## src/rtl/pb_debounce.sv

```systemverilog
// Push-button debounce front end: 2-flop synchroniser, slowref prescaler and one
// REL/PRS qualification FSM per button. Define PB_STUCK_DETECT_EN to add stuck-button detection.
module pb_debounce #(
  parameter int CLK_DIV     = 50000,
  parameter int STABLE_CNT  = 4,
  parameter int NB          = 4,
  parameter int STUCK_TICKS = 1000
) (
  input  logic          clk,
  input  logic          resetb,
  input  logic [NB-1:0] pb_raw,
  output logic          slowref,
  output logic [NB-1:0] clean,
  output logic [NB-1:0] stuck
);

  localparam int DIV_W = (CLK_DIV > 2) ? $clog2(CLK_DIV) : 1;
  localparam int CNT_W = $clog2(STABLE_CNT + 1);
  localparam logic [DIV_W-1:0] DIV_LAST = DIV_W'(CLK_DIV - 1);
  localparam logic [DIV_W-1:0] DIV_ONE  = DIV_W'(1);
  localparam logic [CNT_W-1:0] CNT_LAST = CNT_W'(STABLE_CNT - 1);
  localparam logic [CNT_W-1:0] CNT_ONE  = CNT_W'(1);

  if (CLK_DIV < 2 || STABLE_CNT < 1 || NB < 1 || STUCK_TICKS < 1) begin : g_param_check
    $error("pb_debounce: illegal parameter value");
  end

  typedef enum logic [2:0] {
    S_REL      = 3'd0,
    S_REL_PEND = 3'd1,
    S_PRS      = 3'd2,
    S_PRS_PEND = 3'd3
`ifdef PB_STUCK_DETECT_EN
    , S_STUCK  = 3'd4
`endif
  } state_e;

  logic [NB-1:0]    sync1_q, sync2_q;
  logic [DIV_W-1:0] div_q, div_d;
  logic             slowref_q, slowref_d;
  state_e           state_q [NB];
  state_e           state_d [NB];
  logic [CNT_W-1:0] cnt_q [NB];
  logic [CNT_W-1:0] cnt_d [NB];
  logic [NB-1:0]    clean_q, clean_d;

`ifdef PB_STUCK_DETECT_EN
  localparam int STK_W = $clog2(STUCK_TICKS + 1);
  localparam logic [STK_W-1:0] STK_LAST = STK_W'(STUCK_TICKS - 1);
  localparam logic [STK_W-1:0] STK_ONE  = STK_W'(1);
  logic [STK_W-1:0] stk_q [NB];
  logic [STK_W-1:0] stk_d [NB];
  logic [NB-1:0]    stuck_q, stuck_d;
`endif

  // Prescaler: slowref is registered, so it is high the cycle after div_q hits the last count
  always_comb begin
    div_d     = (div_q == DIV_LAST) ? '0 : div_q + DIV_ONE;
    slowref_d = (div_q == DIV_LAST);
  end

  always_ff @(posedge clk or negedge resetb) begin : state_reg
    if (!resetb) begin
      sync1_q   <= '1;
      sync2_q   <= '1;
      div_q     <= '0;
      slowref_q <= 1'b0;
      clean_q   <= '1;
      for (int i = 0; i < NB; i++) begin
        state_q[i] <= S_REL;
        cnt_q[i]   <= '0;
`ifdef PB_STUCK_DETECT_EN
        stk_q[i]   <= '0;
`endif
      end
`ifdef PB_STUCK_DETECT_EN
      stuck_q   <= '0;
`endif
    end else begin
      sync1_q   <= pb_raw;
      sync2_q   <= sync1_q;
      div_q     <= div_d;
      slowref_q <= slowref_d;
      clean_q   <= clean_d;
      for (int i = 0; i < NB; i++) begin
        state_q[i] <= state_d[i];
        cnt_q[i]   <= cnt_d[i];
`ifdef PB_STUCK_DETECT_EN
        stk_q[i]   <= stk_d[i];
`endif
      end
`ifdef PB_STUCK_DETECT_EN
      stuck_q   <= stuck_d;
`endif
    end
  end

  // In REL/PRS the counter is 0, so the CNT_LAST test there only fires when STABLE_CNT==1
  always_comb begin : next_state
    for (int i = 0; i < NB; i++) begin
      state_d[i] = state_q[i];
      cnt_d[i]   = cnt_q[i];
`ifdef PB_STUCK_DETECT_EN
      stk_d[i]   = stk_q[i];
`endif
      if (slowref_q) begin
        unique case (state_q[i])
          S_REL: begin
            if (!sync2_q[i]) begin
              if (cnt_q[i] == CNT_LAST) begin
                state_d[i] = S_PRS;
                cnt_d[i]   = '0;
              end else begin
                state_d[i] = S_REL_PEND;
                cnt_d[i]   = cnt_q[i] + CNT_ONE;
              end
            end
          end
          S_REL_PEND: begin
            if (sync2_q[i]) begin
              state_d[i] = S_REL;
              cnt_d[i]   = '0;
            end else if (cnt_q[i] == CNT_LAST) begin
              state_d[i] = S_PRS;
              cnt_d[i]   = '0;
            end else begin
              cnt_d[i]   = cnt_q[i] + CNT_ONE;
            end
          end
          S_PRS: begin
`ifdef PB_STUCK_DETECT_EN
            if (stk_q[i] == STK_LAST) begin
              state_d[i] = S_STUCK;
              cnt_d[i]   = '0;
            end else
`endif
            if (sync2_q[i]) begin
              if (cnt_q[i] == CNT_LAST) begin
                state_d[i] = S_REL;
                cnt_d[i]   = '0;
              end else begin
                state_d[i] = S_PRS_PEND;
                cnt_d[i]   = cnt_q[i] + CNT_ONE;
              end
            end
          end
          S_PRS_PEND: begin
            if (!sync2_q[i]) begin
              state_d[i] = S_PRS;
              cnt_d[i]   = '0;
            end else if (cnt_q[i] == CNT_LAST) begin
              state_d[i] = S_REL;
              cnt_d[i]   = '0;
            end else begin
              cnt_d[i]   = cnt_q[i] + CNT_ONE;
            end
          end
`ifdef PB_STUCK_DETECT_EN
          S_STUCK: begin
            if (!sync2_q[i]) begin
              cnt_d[i]   = '0;
            end else if (cnt_q[i] == CNT_LAST) begin
              state_d[i] = S_REL;
              cnt_d[i]   = '0;
            end else begin
              cnt_d[i]   = cnt_q[i] + CNT_ONE;
            end
          end
`endif
          default: begin
            state_d[i] = S_REL;
            cnt_d[i]   = '0;
          end
        endcase
`ifdef PB_STUCK_DETECT_EN
        // Only ticks spent entirely inside PRS count towards the stuck limit
        if (state_q[i] == S_PRS && state_d[i] == S_PRS) stk_d[i] = stk_q[i] + STK_ONE;
        else                                            stk_d[i] = '0;
`endif
      end
    end
  end

  always_comb begin : outputs
    for (int i = 0; i < NB; i++) begin
      clean_d[i] = ~((state_d[i] == S_PRS) || (state_d[i] == S_PRS_PEND));
`ifdef PB_STUCK_DETECT_EN
      stuck_d[i] = (state_d[i] == S_STUCK);
`endif
    end
  end

  assign slowref = slowref_q;
  assign clean   = clean_q;
`ifdef PB_STUCK_DETECT_EN
  assign stuck   = stuck_q;
`else
  assign stuck   = '0;
`endif

endmodule

```

## config.mk

```make
export PLATFORM = sky130hd
export DESIGN_NAME = pb_debounce
export DESIGN_NICKNAME = d
export VERILOG_FILES = /design/src/rtl/pb_debounce.sv
export SDC_FILE = /design/constraint.sdc
export NUM_CORES = 1
export LEC_CHECK = 0
export ABC_AREA = 1
export CAP_MARGIN = 30
export CORE_UTILIZATION = 60
export DETAILED_ROUTE_END_ITERATION = 8
export GPL_ROUTABILITY_DRIVEN = 0
export PLACE_DENSITY = 0.86
export SYNTH_ARGS = -nofsm -noshare
export SYNTH_HDL_FRONTEND = slang
export SYNTH_SLANG_ARGS = --single-unit
```

## constraint.sdc

```tcl
create_clock -name clk -period 3.2 [get_ports clk]
set_input_delay 0.48 -clock clk [delete_from_list [all_inputs] [get_ports clk]]
set_output_delay 0.48 -clock clk [all_outputs]
set_load 0.005 [all_outputs]
```

# Word-level counts from Yosys, hierarchy flattened
# Index checks and enable logic that the tools add are counted.
# classes
n_reduce_logical	12
n_bitwise	4
n_mux	65
n_shift	0
n_eq_ne	33
addsub	5
magnitude_cmp	0
div	0
n_mul	0
# ops
op	count
$mux 3	48
$pmux 3 s4	8
$eq 3x2->1 const B	20
$add 16x1->16 const B	1
$eq 16x16->1 const B	1
$mux 16	1
$mux 2	8
$ne 2x2->1 const B	8
$add 3x1->3 const B	4
$eq 3x1->1 const B	4
$logic_not 3->1	4
$reduce_and 3->1	4
$logic_or 1x1->1	4
$not 1->1	4
# totals
latchBits	0
romBits	0
mem_count	0
reg_bits	53
output_inout_bits	9
ram_bits	0
inputBits	6

# Longest topological paths before layout
# logic_depth
ltp_word	8
ltp_mapped	9

# Worst setup path before layout
# Ideal clock, no wire load.
# synth_timing
path_type	flip-flop to flip-flop
start	reg div_q[0]
end	reg div_q[6]
slack_ps	1942
period_less_slack_ps	1258
stages_incl_launch_ff	7
arrival_time_ps	1137
path_buffers	0
cell_sequence	dfrtp_1 -> ha_1 -> nand3_1 -> nor2_1 -> nand3_1 -> nor2_4 -> nor2_1
# synth_via
elab_chain_len	2
elab_cells_between_ends	3
# synth_rtl
item	line	source
start: declaration	39	logic [DIV_W-1:0] div_q, div_d;
start signal: assignment	82	div_q <= div_d;
$add 16x1->16 / $eq 16x16->1 (equally long branches)	58	div_d = (div_q == DIV_LAST) ? '0 : div_q + DIV_ONE;
$mux 16 (*)	58	
net div_d[6]	39	
# Mark *: on every way through the listed nets, which the timed path passes. The rest lies on a longest branch.
# A chain may end at the register's enable or synchronous reset.

# Worst setup path in the final report
# layout_timing
start	reg slowref_q (netlist: slowref)
end	out slowref
# layout_lines
item	line	source
start: declaration	40	logic slowref_q, slowref_d;
start signal: assignment	83	slowref_q <= slowref_d;
end: declaration	12	output logic slowref,
# No word-level cell between the ends.

==> results.json <==
{
  "status": "finished clean",
  "grt_pass1_vias": 2092,
  "antenna_found_initial": 0,
  "die_h_um": 69.5,
  "cts_buffers": 5,
  "drive_gt1_share_pct": 8.38,
  "cts_sinks": 53,
  "timing.rr.start": "slowref",
  "hold_slack_ps": 101,
  "fin_worst_skew_ps": 18.2,
  "die_area_mm2": 0.00483,
  "path_cells": "clkdlybuf4s50_1",
  "final_cells": 422,
  "area_growth_pct": 9.65,
  "r2r_cells": 5,
  "cp_top_family": "flip-flops",
  "drc": 0,
  "drt-total-wl_um": 4980,
  "synth_edf_count": 0,
  "antenna_cells": 0,
  "power.leakage_nw": 1.51,
  "slew_headroom_pct": 64.8,
  "finalMaxSlewViolations": 0,
  "fmax_ghz": 0.484,
  "cp.depth": 1,
  "required_ps": 2720,
  "synth_area_leaders": "dfrtp_1, nand2_1, dfstp_2",
  "path_max_fanout": 17,
  "routedWlPerCell_um": 11.8,
  "path_clk_slew_ps": 100,
  "root_buffer": "clkbuf_8",
  "power-per-cell-area_mw_per_mm2": 388,
  "yosysWarnings": 0,
  "synth_top_cell_by_area": "dfrtp_1",
  "ys_ff_latch": 53,
  "vias": 2273,
  "startpoint_type": "flop",
  "slowest_stage": "dfrtp_1",
  "final_cell_mix": "nand2_1, inv_1, nor2_1",
  "cp_num_buf_inv": 1,
  "grt_use_total_pct": 22.6,
  "hold_viol": 0,
  "rrSetupSlack_ps": 1690,
  "syn_area_mm2": 0.00274,
  "firstDrtPassIters": 4,
  "irDropWorstVdd_uv": 362,
  "ant_nets": 0,
  "port_buffers": 10,
  "rsz0062_at_grt": "no",
  "vias_per_cell": 5.39,
  "arrival_ps": 1590,
  "yosys_most_used_dff": "dfrtp_1",
  "cts_max_path_buffers": 2,
  "ys_seq_area_share_pct": 49.0,
  "dp.cells": 414,
  "period_share_pct": 64.6,
  "final_nets": 380,
  "worstMarginPinSlew_ps": 529,
  "syn_inst": 353,
  "hold_buffers": 0,
  "crit_path_end": "slowref",
  "die_w_um": 69.5,
  "crit_type": "reg2out",
  "max-cap-violations": 0,
  "num_rows": 24,
  "endpoint_kind": "primary output",
  "htree_levels": 2,
  "critPathMaxStageDelay_ps": 680,
  "drtIter0Drc": 143,
  "grt_overflow": 0,
  "postCtsSetupBuffers": 0,
  "startpoint": "slowref",
  "hold_class": "in2async",
  "start_util_pct": 62.8,
  "num_io_pins": 15,
  "synthDistinctLibCells": 27,
  "cts_resized": 0,
  "core_area_mm2": 0.00435,
  "period_needed_ps": 2070,
  "grt_first_pass_wirelength_um": 8600,
  "ys_async_sr_fraction_pct": 100,
  "grt_max_degree": 32,
  "fin_util_pct": 68.9,
  "setup-tns-final_ps": 0,
  "dp_hpwl_um": 3720,
  "postSynthAreaPerCell_um2": 7.75,
  "clkLatencyLatePin_ps": 310,
  "reg2reg_to": "cnt_q[1]",
  "mostFrequentLayoutCell": "nand2_1",
  "setup_viol": 0,
  "synth_top_area_share_pct": 37.5,
  "cts_tree": "yes"
}
-- state kept, by name, indices dropped and copies added, names as in the netlist, named ones only --
name,flops
slowref,1
state_q,11
div_q,16
sync1_q,4
sync2_q,4
cnt_q,12
clean,4
-- cells by family (layout without fill, tap and decap cells) --
kind of cell | after synthesis | after routing | synth area share, %
flops | 53 | 53 | 49.0
compound gates | 29 | 29 | 5.72
other cells | 1 | 4 | 0.137
buf+inv | 56 | 70 | 8.55
fa+ha+maj | 5 | 5 | 2.29
xor+xnor | 6 | 6 | 1.92
simple gates | 203 | 203 | 32.3
-- Yosys cell counts, types with 5 or more instances --
cell type	n
ha_1	5
nor2_1	49
o21ai_0	12
dfrtp_1	41
xor2_1	6
nand3_1	31
a21oi_1	11
nand3b_1	6
nand2_1	94
dfstp_2	12
inv_1	49
nand4_1	11
-- metal layers --
layer  wire length [µm]  global-route usage (%)  share of wire (%)  vias up
li1                   -                       -                  -     1139
met1               2140                    27.1                 43     1066
met2               2510                    39.2                 51       60
met3                226                    4.80                4.5        8
met4                 99                    9.52                2.0        0
met5                  0                       0                  0        -
-- where the power goes --
part	switching (mW)	internal [mW]	total (mW)
combinational	0.0212	0.0107	0.0319
sequential	0.00313	0.679	0.682
clock	0.216	0.235	0.451
-- worst min-delay path by stage --
stage | start | to | slack [ps] | depth (start not counted)
2_1_floorplan | resetb | asynchronous set/reset pin | 180 | 0
3_3_place_gp | sync1_q[0] | sync2_q[0] | 350 | 0
3_5_place_dp | sync1_q[0] | sync2_q[0] | 350 | 0
4_1_cts | resetb | cnt_q[9] | 110 | 1
5_1_grt | resetb | cnt_q[9] | 140 | 1
6_report | resetb | cnt_q[9] | 100 | 1
-- through the flow --
stage	setup WS (ps)	total power [mW]	cell area, µm²
global route	1050	1.21	3000
detailed placement	1470	0.727	2890
global placement	1480	0.723	2870
finish	1130	1.16	3000
floorplan	1940	0.707	2750
CTS	1120	1.18	3000
-- cell type report --
| class | instances | area [µm²] |
|---|---|---|
| sequential | 53 | 1340 |
| clock buffer | 6 | 72.6 |
| timing repair buffer | 12 | 123 |
| inverter | 50 | 188 |
| tap | 52 | 65.1 |
| clock inverter | 2 | 38.8 |
| fill | 337 | 1360 |
| multi-input combinational | 247 | 1170 |
Power figures use the tool's default switching activity.
